File: config.mk
export PLATFORM = sky130hd
export DESIGN_NAME = multicycle_control
export DESIGN_NICKNAME = d
export VERILOG_FILES = /design/src/rtl/cpu_pkg.sv /design/src/rtl/alu_decoder.sv /design/src/rtl/multicycle_control.sv
export SDC_FILE = /design/constraint.sdc
export NUM_CORES = 1
export LEC_CHECK = 0
export CORE_ASPECT_RATIO = 1.4
export CORE_MARGIN = 10
export CORE_UTILIZATION = 35
export DETAILED_ROUTE_END_ITERATION = 10
export PLACE_DENSITY = 0.84
export REMOVE_ABC_BUFFERS = 1
export SYNTH_ARGS = -nofsm -noshare
export SYNTH_HDL_FRONTEND = slang
export SYNTH_SLANG_ARGS = --single-unit
export TNS_END_PERCENT = 20
File: constraint.sdc
create_clock -name clk -period 1.33 [get_ports clk]
set_clock_uncertainty 0.15 [all_clocks]
set_input_delay 0.133 -clock clk [delete_from_list [all_inputs] [get_ports clk]]
set_output_delay 0.133 -clock clk [all_outputs]
set_load 0.005 [all_outputs]
File: src/rtl/cpu_pkg.sv
// Shared definitions for the multicycle CPU control path.
// Holds the FSM state encoding, opcode/funct constants, the 3-bit ALU
// operation codes (also used by the ALU), the ALU decode mode and the
// control-word payload driven by multicycle_control.
package cpu_pkg;

    localparam int unsigned STATE_W   = 4;
    localparam int unsigned OP_W      = 6;
    localparam int unsigned FUNCT_W   = 6;
    localparam int unsigned ALU_SEL_W = 3;

    // FSM state encoding, also visible on the debug state port
    localparam logic [STATE_W-1:0] ST_FETCH     = 4'd0;
    localparam logic [STATE_W-1:0] ST_DECODE    = 4'd1;
    localparam logic [STATE_W-1:0] ST_EXEC_R    = 4'd2;
    localparam logic [STATE_W-1:0] ST_EXEC_I    = 4'd3;
    localparam logic [STATE_W-1:0] ST_ALU_WB    = 4'd4;
    localparam logic [STATE_W-1:0] ST_MEM_ADDR  = 4'd5;
    localparam logic [STATE_W-1:0] ST_MEM_READ  = 4'd6;
    localparam logic [STATE_W-1:0] ST_MEM_WB    = 4'd7;
    localparam logic [STATE_W-1:0] ST_MEM_WRITE = 4'd8;
    localparam logic [STATE_W-1:0] ST_BRANCH    = 4'd9;
    localparam logic [STATE_W-1:0] ST_JUMP      = 4'd10;

    // Opcodes (instruction[31:26])
    localparam logic [OP_W-1:0] OP_RTYPE = 6'b000000;
    localparam logic [OP_W-1:0] OP_LW    = 6'b100011;
    localparam logic [OP_W-1:0] OP_SW    = 6'b101011;
    localparam logic [OP_W-1:0] OP_BEQ   = 6'b000100;
    localparam logic [OP_W-1:0] OP_J     = 6'b000010;
    localparam logic [OP_W-1:0] OP_ADDI  = 6'b001000;
    localparam logic [OP_W-1:0] OP_ANDI  = 6'b001100;
    localparam logic [OP_W-1:0] OP_ORI   = 6'b001101;
    localparam logic [OP_W-1:0] OP_SLTI  = 6'b001010;

    // R-type funct codes (instruction[5:0])
    localparam logic [FUNCT_W-1:0] F_ADD = 6'b100000;
    localparam logic [FUNCT_W-1:0] F_SUB = 6'b100010;
    localparam logic [FUNCT_W-1:0] F_AND = 6'b100100;
    localparam logic [FUNCT_W-1:0] F_OR  = 6'b100101;
    localparam logic [FUNCT_W-1:0] F_XOR = 6'b100110;
    localparam logic [FUNCT_W-1:0] F_NOR = 6'b100111;
    localparam logic [FUNCT_W-1:0] F_SLT = 6'b101010;

    // ALU operation codes
    localparam logic [ALU_SEL_W-1:0] ALU_AND  = 3'b000;
    localparam logic [ALU_SEL_W-1:0] ALU_OR   = 3'b001;
    localparam logic [ALU_SEL_W-1:0] ALU_ADD  = 3'b010;
    localparam logic [ALU_SEL_W-1:0] ALU_ZERO = 3'b011;
    localparam logic [ALU_SEL_W-1:0] ALU_NOR  = 3'b100;
    localparam logic [ALU_SEL_W-1:0] ALU_XOR  = 3'b101;
    localparam logic [ALU_SEL_W-1:0] ALU_SUB  = 3'b110;
    localparam logic [ALU_SEL_W-1:0] ALU_SLT  = 3'b111;

    // How the ALU operation is chosen in the current state
    typedef enum logic [2:0] {
        ALU_MODE_NONE  = 3'd0,
        ALU_MODE_ADD   = 3'd1,
        ALU_MODE_SUB   = 3'd2,
        ALU_MODE_FUNCT = 3'd3,
        ALU_MODE_IMM   = 3'd4
    } alu_mode_e;

    // Datapath control word
    typedef struct packed {
        logic [ALU_SEL_W-1:0] alu_sel;
        logic                 alu_src_a;
        logic [1:0]           alu_src_b;
        logic                 pc_write;
        logic                 pc_write_cond;
        logic [1:0]           pc_src;
        logic                 iord;
        logic                 mem_read;
        logic                 mem_write;
        logic                 ir_write;
        logic                 reg_write;
        logic                 reg_dst;
        logic                 mem_to_reg;
        logic                 illegal;
    } ctrl_t;

endpackage

File: src/rtl/alu_decoder.sv
// Combinational ALU operation decoder.
// Ports: mode (how to pick the op), opcode, funct -> alu_sel (3-bit ALU op),
//        illegal (unsupported R-type funct in FUNCT mode).
module alu_decoder
    import cpu_pkg::*;
(
    input  alu_mode_e            mode,
    input  logic [OP_W-1:0]      opcode,
    input  logic [FUNCT_W-1:0]   funct,
    output logic [ALU_SEL_W-1:0] alu_sel,
    output logic                 illegal
);

    // Map mode plus instruction fields to an ALU operation
    always_comb begin
        alu_sel = '0;
        illegal = 1'b0;
        case (mode)
            ALU_MODE_ADD: alu_sel = ALU_ADD;
            ALU_MODE_SUB: alu_sel = ALU_SUB;
            ALU_MODE_FUNCT: begin
                case (funct)
                    F_ADD:   alu_sel = ALU_ADD;
                    F_SUB:   alu_sel = ALU_SUB;
                    F_AND:   alu_sel = ALU_AND;
                    F_OR:    alu_sel = ALU_OR;
                    F_XOR:   alu_sel = ALU_XOR;
                    F_NOR:   alu_sel = ALU_NOR;
                    F_SLT:   alu_sel = ALU_SLT;
                    default: begin
                        alu_sel = ALU_ZERO;
                        illegal = 1'b1;
                    end
                endcase
            end
            ALU_MODE_IMM: begin
                // Unsupported opcodes never reach EXEC_I; zero-out is a safe fill
                case (opcode)
                    OP_ADDI: alu_sel = ALU_ADD;
                    OP_ANDI: alu_sel = ALU_AND;
                    OP_ORI:  alu_sel = ALU_OR;
                    OP_SLTI: alu_sel = ALU_SLT;
                    default: alu_sel = ALU_ZERO;
                endcase
            end
            default: alu_sel = '0;
        endcase
    end

endmodule

File: src/rtl/multicycle_control.sv
// Moore control FSM for a multicycle MIPS-style datapath.
// Inputs : clk, rst_n (async, active-low), opcode, funct, zero, memReady.
// Outputs: aluSel, aluSrcA, aluSrcB, pcWrite, pcWriteCond, pcSrc, iorD,
//          memRead, memWrite, irWrite, regWrite, regDst, memToReg,
//          illegal (one-cycle pulse), state (debug).
// Controls are decoded from the registered state (plus memReady/opcode/funct
// where the instruction flow needs them) and forced to 0 while rst_n is low.
module multicycle_control
    import cpu_pkg::*;
(
    input  logic                 clk,
    input  logic                 rst_n,
    input  logic [OP_W-1:0]      opcode,
    input  logic [FUNCT_W-1:0]   funct,
    input  logic                 zero,
    input  logic                 memReady,
    output logic [ALU_SEL_W-1:0] aluSel,
    output logic                 aluSrcA,
    output logic [1:0]           aluSrcB,
    output logic                 pcWrite,
    output logic                 pcWriteCond,
    output logic [1:0]           pcSrc,
    output logic                 iorD,
    output logic                 memRead,
    output logic                 memWrite,
    output logic                 irWrite,
    output logic                 regWrite,
    output logic                 regDst,
    output logic                 memToReg,
    output logic                 illegal,
    output logic [STATE_W-1:0]   state
);

    logic [STATE_W-1:0]   state_q;
    logic [STATE_W-1:0]   state_d;
    logic                 rtype_q;
    alu_mode_e            alu_mode;
    logic [ALU_SEL_W-1:0] dec_alu_sel;
    logic                 dec_illegal;
    ctrl_t                ctrl;

    // zero only qualifies pcWriteCond in the datapath's PC-enable logic
    logic unused_zero;
    assign unused_zero = zero;

    // State register; regDst source is captured while the opcode is decoded
    always_ff @(posedge clk or negedge rst_n) begin
        if (!rst_n) begin
            state_q <= ST_FETCH;
            rtype_q <= 1'b0;
        end else begin
            state_q <= state_d;
            if (state_q == ST_DECODE) begin
                rtype_q <= (opcode == OP_RTYPE);
            end
        end
    end

    // ALU selection mode depends on state only, keeping the decoder loop-free
    always_comb begin
        alu_mode = ALU_MODE_NONE;
        case (state_q)
            ST_FETCH, ST_DECODE, ST_MEM_ADDR: alu_mode = ALU_MODE_ADD;
            ST_EXEC_R:                        alu_mode = ALU_MODE_FUNCT;
            ST_EXEC_I:                        alu_mode = ALU_MODE_IMM;
            ST_BRANCH:                        alu_mode = ALU_MODE_SUB;
            default:                          alu_mode = ALU_MODE_NONE;
        endcase
    end

    alu_decoder u_alu_decoder (
        .mode    (alu_mode),
        .opcode  (opcode),
        .funct   (funct),
        .alu_sel (dec_alu_sel),
        .illegal (dec_illegal)
    );

    // Next-state and control decode
    always_comb begin
        state_d      = state_q;
        ctrl         = '0;
        ctrl.alu_sel = dec_alu_sel;
        case (state_q)
            ST_FETCH: begin
                ctrl.mem_read  = 1'b1;
                ctrl.alu_src_b = 2'b01;
                if (memReady) begin
                    ctrl.ir_write = 1'b1;
                    ctrl.pc_write = 1'b1;
                    state_d       = ST_DECODE;
                end
            end
            ST_DECODE: begin
                ctrl.alu_src_b = 2'b11;
                case (opcode)
                    OP_RTYPE:                         state_d = ST_EXEC_R;
                    OP_LW, OP_SW:                     state_d = ST_MEM_ADDR;
                    OP_BEQ:                           state_d = ST_BRANCH;
                    OP_J:                             state_d = ST_JUMP;
                    OP_ADDI, OP_ANDI, OP_ORI, OP_SLTI: state_d = ST_EXEC_I;
                    default: begin
                        ctrl.illegal = 1'b1;
                        state_d      = ST_FETCH;
                    end
                endcase
            end
            ST_EXEC_R: begin
                ctrl.alu_src_a = 1'b1;
                ctrl.illegal   = dec_illegal;
                state_d        = dec_illegal ? ST_FETCH : ST_ALU_WB;
            end
            ST_EXEC_I: begin
                ctrl.alu_src_a = 1'b1;
                ctrl.alu_src_b = 2'b10;
                state_d        = ST_ALU_WB;
            end
            ST_ALU_WB: begin
                ctrl.reg_write = 1'b1;
                ctrl.reg_dst   = rtype_q;
                state_d        = ST_FETCH;
            end
            ST_MEM_ADDR: begin
                ctrl.alu_src_a = 1'b1;
                ctrl.alu_src_b = 2'b10;
                state_d        = (opcode == OP_LW) ? ST_MEM_READ : ST_MEM_WRITE;
            end
            ST_MEM_READ: begin
                ctrl.iord     = 1'b1;
                ctrl.mem_read = 1'b1;
                if (memReady) begin
                    state_d = ST_MEM_WB;
                end
            end
            ST_MEM_WB: begin
                ctrl.reg_write  = 1'b1;
                ctrl.mem_to_reg = 1'b1;
                state_d         = ST_FETCH;
            end
            ST_MEM_WRITE: begin
                ctrl.iord      = 1'b1;
                ctrl.mem_write = 1'b1;
                if (memReady) begin
                    state_d = ST_FETCH;
                end
            end
            ST_BRANCH: begin
                ctrl.alu_src_a     = 1'b1;
                ctrl.pc_write_cond = 1'b1;
                ctrl.pc_src        = 2'b01;
                state_d            = ST_FETCH;
            end
            ST_JUMP: begin
                ctrl.pc_write = 1'b1;
                ctrl.pc_src   = 2'b10;
                state_d       = ST_FETCH;
            end
            default: state_d = ST_FETCH;
        endcase
        // Reset must silence every control immediately, without a clock edge
        if (!rst_n) begin
            ctrl = '0;
        end
    end

    assign aluSel      = ctrl.alu_sel;
    assign aluSrcA     = ctrl.alu_src_a;
    assign aluSrcB     = ctrl.alu_src_b;
    assign pcWrite     = ctrl.pc_write;
    assign pcWriteCond = ctrl.pc_write_cond;
    assign pcSrc       = ctrl.pc_src;
    assign iorD        = ctrl.iord;
    assign memRead     = ctrl.mem_read;
    assign memWrite    = ctrl.mem_write;
    assign irWrite     = ctrl.ir_write;
    assign regWrite    = ctrl.reg_write;
    assign regDst      = ctrl.reg_dst;
    assign memToReg    = ctrl.mem_to_reg;
    assign illegal     = ctrl.illegal;
    assign state       = state_q;

endmodule

==> run_results.csv, run 1 <==
group,metric,value,unit
outcome,outcome,"complete, but fails checks",
outcome,violations,"negative setup slack",
detailed_routing,wire_per_inst,22.87,microns
critical_path,r2r-start,"state[0]",
global_route,grt_antenna_before_repair,0,
critical_path,path_class,"flip-flop to output port",
placed_design,gp_congestion,0.9009,
sta,report.final.slew_viol_count,0,
yosys,synthesis.area,728.2,sq um
yosys,synthCells,104,
sta,relSlewSlack,78.29,%
cts,cts_tree,"done",
critical_path,reg2reg_setup_slack,-0.31,ns
critical_path,worst_ep_arrival_time,1.61,ns
cts,clock-sinks,5,
cts,clockBufferDepth,2,
placed_design,numPortBuffers,36,
min_path,min_path_type,"primary input to asynchronous set/reset pin",
sta,setup_viol,27,
sta,final.setup.tns,-8.650,ns
detailed_routing,num_vias,1359,
pwr,max-vdd-ir-drop,0.0005329,V
yosys,syn_area_per_cell,7.002,sq um
cts,clk_latency,0.24,ns
global_route,grt_start_max_net_pins,8,
sta,hold_viol,0,
floorplan,die_area,4331,sq um
pwr,p_total,911.0,uW
finish,n_antenna_cell,0,
cts,cts-htree-levels,1,
critical_path,crit_path_max_fanout,6,
pwr,power_density,511.3,nW/um^2
critical_path,reg2regPathDepth,6,
cts,clkTransAtPathRegs,0.04,ns
global_route,grt.total_usage,21.97,%
floorplan,row_count,19,
detailed_routing,routed_wirelength,5122,microns
sta,setup_ws,-0.5606,ns
finish,drive_gt1_share,66.50,%
floorplan,die_x,58.55,microns
cts,cts_buffers,3,
sta,fin_crit_sh,142.1,%
detailed_routing,initialDrtViolationCount,78,
sta,rsz0062_at_grt,"yes",
critical_path,crit_path_end_kind,"output port",
detailed_routing,viasPerCell,6.067,
detailed_routing,firstDrtPassIters,4,
critical_path,start_kind,"flip-flop",
yosys,yosysWarnings,0,
critical_path,r2r_end,"state[2]",
global_route,grt_pass1_vias,1444,
yosys,ys_ff_latch,5,
job,cap_violations,0,
finish,area.growth.synth_to_final,144.7,%
floorplan,io_pins,38,
critical_path,crit_required,1.05,ns
yosys,synth_top_area_share,17.18,%
detailed_routing,post-route-drc-count,0,
global_route,grt_pass1_wl,7355,microns
floorplan,die_h,73.97,microns
cts,cts_root_buffer,"clkbuf_4",
yosys,synth_top_area_cell,"dfrtp_1",
yosys,synth_cell_types,42,
placed_design,dp_hpwl,2787,microns
finish,fin_nets,220,
sta,clock.fmax,528.9,MHz
floorplan,core_area,1973,sq um
yosys,yosys-top-cells-area,"dfrtp_1 17%, nor2_1 7.2%, nand2b_1 6.0%",
global_route,grt-ovfl-total,0,
detailed_routing,final_antenna_net_count,0,
pwr,leakage,0.0008658,uW
sta,worst_slew_pin_slew,0.3251,ns
floorplan,initial_core_util,36.91,%
sta,period_needed,1.891,ns
yosys,yosysSeqAreaShare,17.18,%
## worst max-delay path by stage
stage	slack, ns	to	depth (start not counted)	from
6_report	-0.56	iorD	6	state[3]
5_1_grt	-0.62	iorD	6	state[2]
4_1_cts	-0.45	aluSel[2]	5	state[0]
3_5_place_dp	-0.94	aluSel[2]	6	opcode[5]
3_3_place_gp	-0.90	aluSel[2]	6	opcode[5]
2_1_floorplan	-0.21	pcWrite	3	state[2]
## final cells by class
cell class	instances	area, sq um
Clock buffer	4	26.28
Fill cell	83	191.4
Inverter	4	15.01
Multi-Input combinational cell	88	770.7
Sequential cell	5	128.9
Tap cell	21	26.28
Timing Repair Buffer	102	814.5
## sequential cells by signal (all words and copies together) (netlist names)
signal	flops
rtype_q	1
state	4
## timing repair
item,CTS,global route
resized for setup,122,38
hold buffers,0,0
pin swaps,17,13
setup endpoints to repair,27,27
setup buffers,18,3
gates cloned,0,0
## cell usage in the layout, fill, tap and decap left out, types with 4 or more instances in the layout
cell / instances
buf_4: 54
buf_2: 16
buf_6: 15
nand2_1: 8
nor2_1: 7
dlygate4sd2_1: 7
nor2_2: 6
nand3_1: 5
clkdlybuf4s50_1: 5
nand2b_1: 4
## cell usage after synthesis, drive strengths merged
cell type,number
or2b,1
a311oi,1
nor3b,1
o21a,1
inv,4
o31ai,1
a2111oi,1
xor2,3
clkbuf,1
nand2,11
nand3b,2
nand4bb,1
and2b,1
or2,1
nand4b,3
a41o,1
a211oi,2
a21oi,6
a31oi,1
xnor2,1
nand3,6
dfrtp,5
a221oi,1
a22oi,1
nor2,14
o32ai,1
o311a,1
nor4,3
o21ai,4
nor2b,3
o211ai,1
nor3,6
and4,1
buf,6
nand2b,7
## metrics by stage
| stage | setup slack, ns | cells | cell area, sq um | util, % | hold slack [ns] |
|---|---|---|---|---|---|
| detailed placement | -0.9376 | 199 | 1414 | 71.66 | 0.3401 |
| finish | -0.5606 | 224 | 1782 | 90.30 | 0.1846 |
| global placement | -0.8965 | 199 | 1414 | 71.66 | 0.3334 |
| CTS | -0.4542 | 221 | 1694 | 85.86 | 0.2511 |
| global route | -0.6187 | 224 | 1782 | 90.30 | 0.1714 |
| floorplan | -0.2128 | 97 | 689.4 | - | -0.3126 |
## worst max-delay path, stage by stage, from the launching register on
cell	delay, ns
dfrtp_2	0.47
buf_6	0.15
nor2b_2	0.16
buf_4	0.13
a21oi_1	0.06
nor3_1	0.21
buf_2	0.19
## report_power, final
group	switching (uW)	leakage, uW	internal, uW
Combinational	263	0.000787	298
Sequential	15.2	0.0000636	162
Clock	60.1	0.0000150	113
## cells by family (layout without fill, tap and decap cells)
group | count (synthesis) | count (layout) | share of synthesized area [%]
AOI/OAI and AO/OA | 23 | 23 | 22.85
xor gates and xnor gates | 4 | 4 | 4.812
buffers and inverters | 11 | 110 | 7.387
DFF | 5 | 5 | 17.18
and+or+nand+nor | 61 | 61 | 47.77
## per-layer routing
metal / wire (microns) / share of wire [%] / vias to the layer above / GRT usage [%]
met5: 0 / 0 / - / 0
met4: 393 / 7.7 / 0 / 18.32
met3: 360 / 7.0 / 38 / 3.918
met2: 2775 / 54 / 92 / 39.29
met1: 1593 / 31 / 646 / 21.20
li1: - / - / 583 / -
Power figures use the tool's default switching activity.
==> run 2, diff against run 1 <==
CTS_CLUSTER_SIZE = 8   (was default)
==> results of run 2 <==
Same layout as run 1: the final DEF is identical, and so are final timing and power.
==> run 3, diff against run 2 <==
MAX_ROUTING_LAYER = met4   (was default)
==> run 3 against run 2 <==
  * The flow still finishes with violations (negative setup slack)
  * Critical path depth is the same
  * Flip-flop and latch count unchanged
  * Cell count shrank 3.6%
  * Combinational power decreased by 4%
  * Clock power increased by 9.8%
  * Largest cell class is now multi-input gates
==> run_results.csv, run 3 (synthesis gave the netlist of run 1 again) <==
group,metric,value,unit
detailed_routing,final_antenna_net_count,0,
finish,register_area,128.9,sq um
placed_design,placed_area,1406,sq um
global_route,grt_pass1_wl,6844,microns
pwr,leakage,0.0008419,uW
global_route,grt_antenna_before_repair,0,
pwr,p_comb_share,59.7,%
floorplan,io_pins,38,
detailed_routing,post-route-drc-count,0,
critical_path,cp_cell_sequence,"buf_6 -> nand2b_4 -> a21oi_2 -> nand4b_1 -> a311oi_2 -> buf_2",
cts,cts_buffers,3,
critical_path,crit_family,"flip-flops",
critical_path,crit_required,1.05,ns
critical_path,worst_ep_arrival_time,1.64,ns
finish,drive_gt1_share,63.59,%
detailed_routing,viasPerCell,5.898,
sta,setup_viol,26,
pwr,switching_share,38.44,%
detailed_routing,num_vias,1274,
critical_path,r2r-start,"state[3]",
floorplan,row_count,19,
floorplan,core_area,1973,sq um
sta,worst_slew_pin_slew,0.4959,ns
job,cap_violations,0,
placed_design,gp_congestion,0.9763,
critical_path,path_buf_inv,2,
outcome,violations,"negative setup slack",
global_route,grt.total_usage,20.68,%
detailed_routing,wire_per_inst,22.07,microns
cts,clock-sinks,5,
placed_design,post-place-ws,-0.9092,ns
critical_path,slowest_delay,0.44,ns
pwr,max-vdd-ir-drop,0.0006118,V
pwr,p_switching,348.4,uW
global_route,grt_pass1_vias,1372,
critical_path,crit_path_max_fanout,5,
critical_path,crit_path_end_kind,"output port",
finish,fillers,97,
cts,clockBufferDepth,2,
floorplan,die_x,58.55,microns
sta,report.final.slew_viol_count,0,
outcome,outcome,"complete, but fails checks",
pwr,power_density,520.4,nW/um^2
sta,relSlewSlack,66.94,%
finish,layout_common_cells,"43 x buf_4, 18 x buf_6, 15 x buf_2, 11 x nand2_1, 11 x dlygate4sd2_1",
sta,setup_ws,-0.5941,ns
sta,rsz0062_at_grt,"yes",
sta,fin_crit_sh,144.7,%
pwr,seqPwrFrac,19.4,%
sta,clock.fmax,519.7,MHz
floorplan,die_area,4331,sq um
finish,final_common_cell,"buf_4",
finish,n_antenna_cell,0,
sta,period_needed,1.924,ns
detailed_routing,initialDrtViolationCount,49,
placed_design,place_inst,198,
floorplan,die_h,73.97,microns
pwr,clockPowerShare,20.9,%
finish,fin_nets,212,
global_route,grt_start_max_net_pins,10,
placed_design,numPortBuffers,36,
min_path,min_path_type,"primary input to asynchronous set/reset pin",
placed_design,dp_hpwl,2616,microns
pwr,p_int,557.9,uW
critical_path,slowest_stage,"dfrtp_2",
cts,cts_tree,"done",
finish,multi_input_area,773.2,sq um
cts,clk_latency,0.26,ns
cts,cts_root_buffer,"clkbuf_4",
floorplan,initial_core_util,36.91,%
critical_path,reg2reg_setup_slack,-0.24,ns
finish,fin_cells,216,
critical_path,path_class,"flip-flop to output port",
global_route,grt-ovfl-total,0,
detailed_routing,firstDrtPassIters,4,
sta,hold_viol,0,
cts,cts-htree-levels,1,
detailed_routing,routed_wirelength,4767,microns
finish,area.growth.synth_to_final,139.2,%
critical_path,start_kind,"flip-flop",
cts,clkTransAtPathRegs,0.05,ns
critical_path,r2r_end,"state[3]",
finish,largest_reg_flops,4,
critical_path,reg2regPathDepth,6,
finish,stdcell_area,1742,sq um
sta,final.setup.tns,-9.293,ns
-- run 3: cell count changes in the layout (fill, tap and decap cells not counted), sizes merged --
cell and change:
clkbuf -1, buf -9, dlygate4sd2 +4, clkdlybuf4s15 -2
-- run 3: power by group through the flow --
stage	clock (uW)	combinational [uW]	sequential [uW]
floorplan	0	106	185
global placement	0	376	180
detailed placement	0	388	180
CTS	177	496	174
global route	202	570	177
finish	190	541	176
-- run 3: per-stage QoR --
stage | utilization (%) | power (uW) | hold slack [ns]
final | 88.27 | 906.3 | 0.1493
after global placement | 71.27 | 555.9 | 0.3304
after floorplan | - | 291.0 | -0.3126
after global routing | 88.27 | 948.4 | 0.1518
after CTS | 85.23 | 846.8 | 0.1380
after detailed placement | 71.27 | 567.9 | 0.3268
-- run 3: repair_timing --
action,4_1_cts,5_1_grt
buffers inserted,14,2
endpoints found under the hold margin,0,0
pin swaps,21,7
resized for setup,142,15
hold buffers,0,0
setup endpoints to repair,27,27
-- run 3: layer usage --
metal	global-route usage, %	vias to the layer above	wire length [microns]	part of all wire (%)
met5	-	-	0	0
li1	-	558	-	-
met3	2.896	39	251	5.3
met4	15.45	0	380	8.0
met1	19.04	599	1575	33
met2	37.40	78	2560	54
-- run 3: final cells by class --
class	count	area share [%]
multi-input combinational	88	44.40
inverter	4	1.006
timing repair buffer	94	44.18
tap	21	1.509
sequential	5	7.399
clock buffer	4	1.509
-- run 3: how the worst max path moves through the flow --
| stage | from | cells past startpoint | end | slack, ns |
|---|---|---|---|---|
| after floorplan | state[2] | 3 | pcWrite | -0.21 |
| after global placement | funct[2] | 6 | illegal | -0.88 |
| after detailed placement | funct[2] | 6 | illegal | -0.91 |
| after CTS | state[0] | 6 | aluSel[2] | -0.52 |
| after global routing | state[0] | 6 | aluSel[2] | -0.64 |
| final | state[0] | 6 | aluSel[2] | -0.59 |
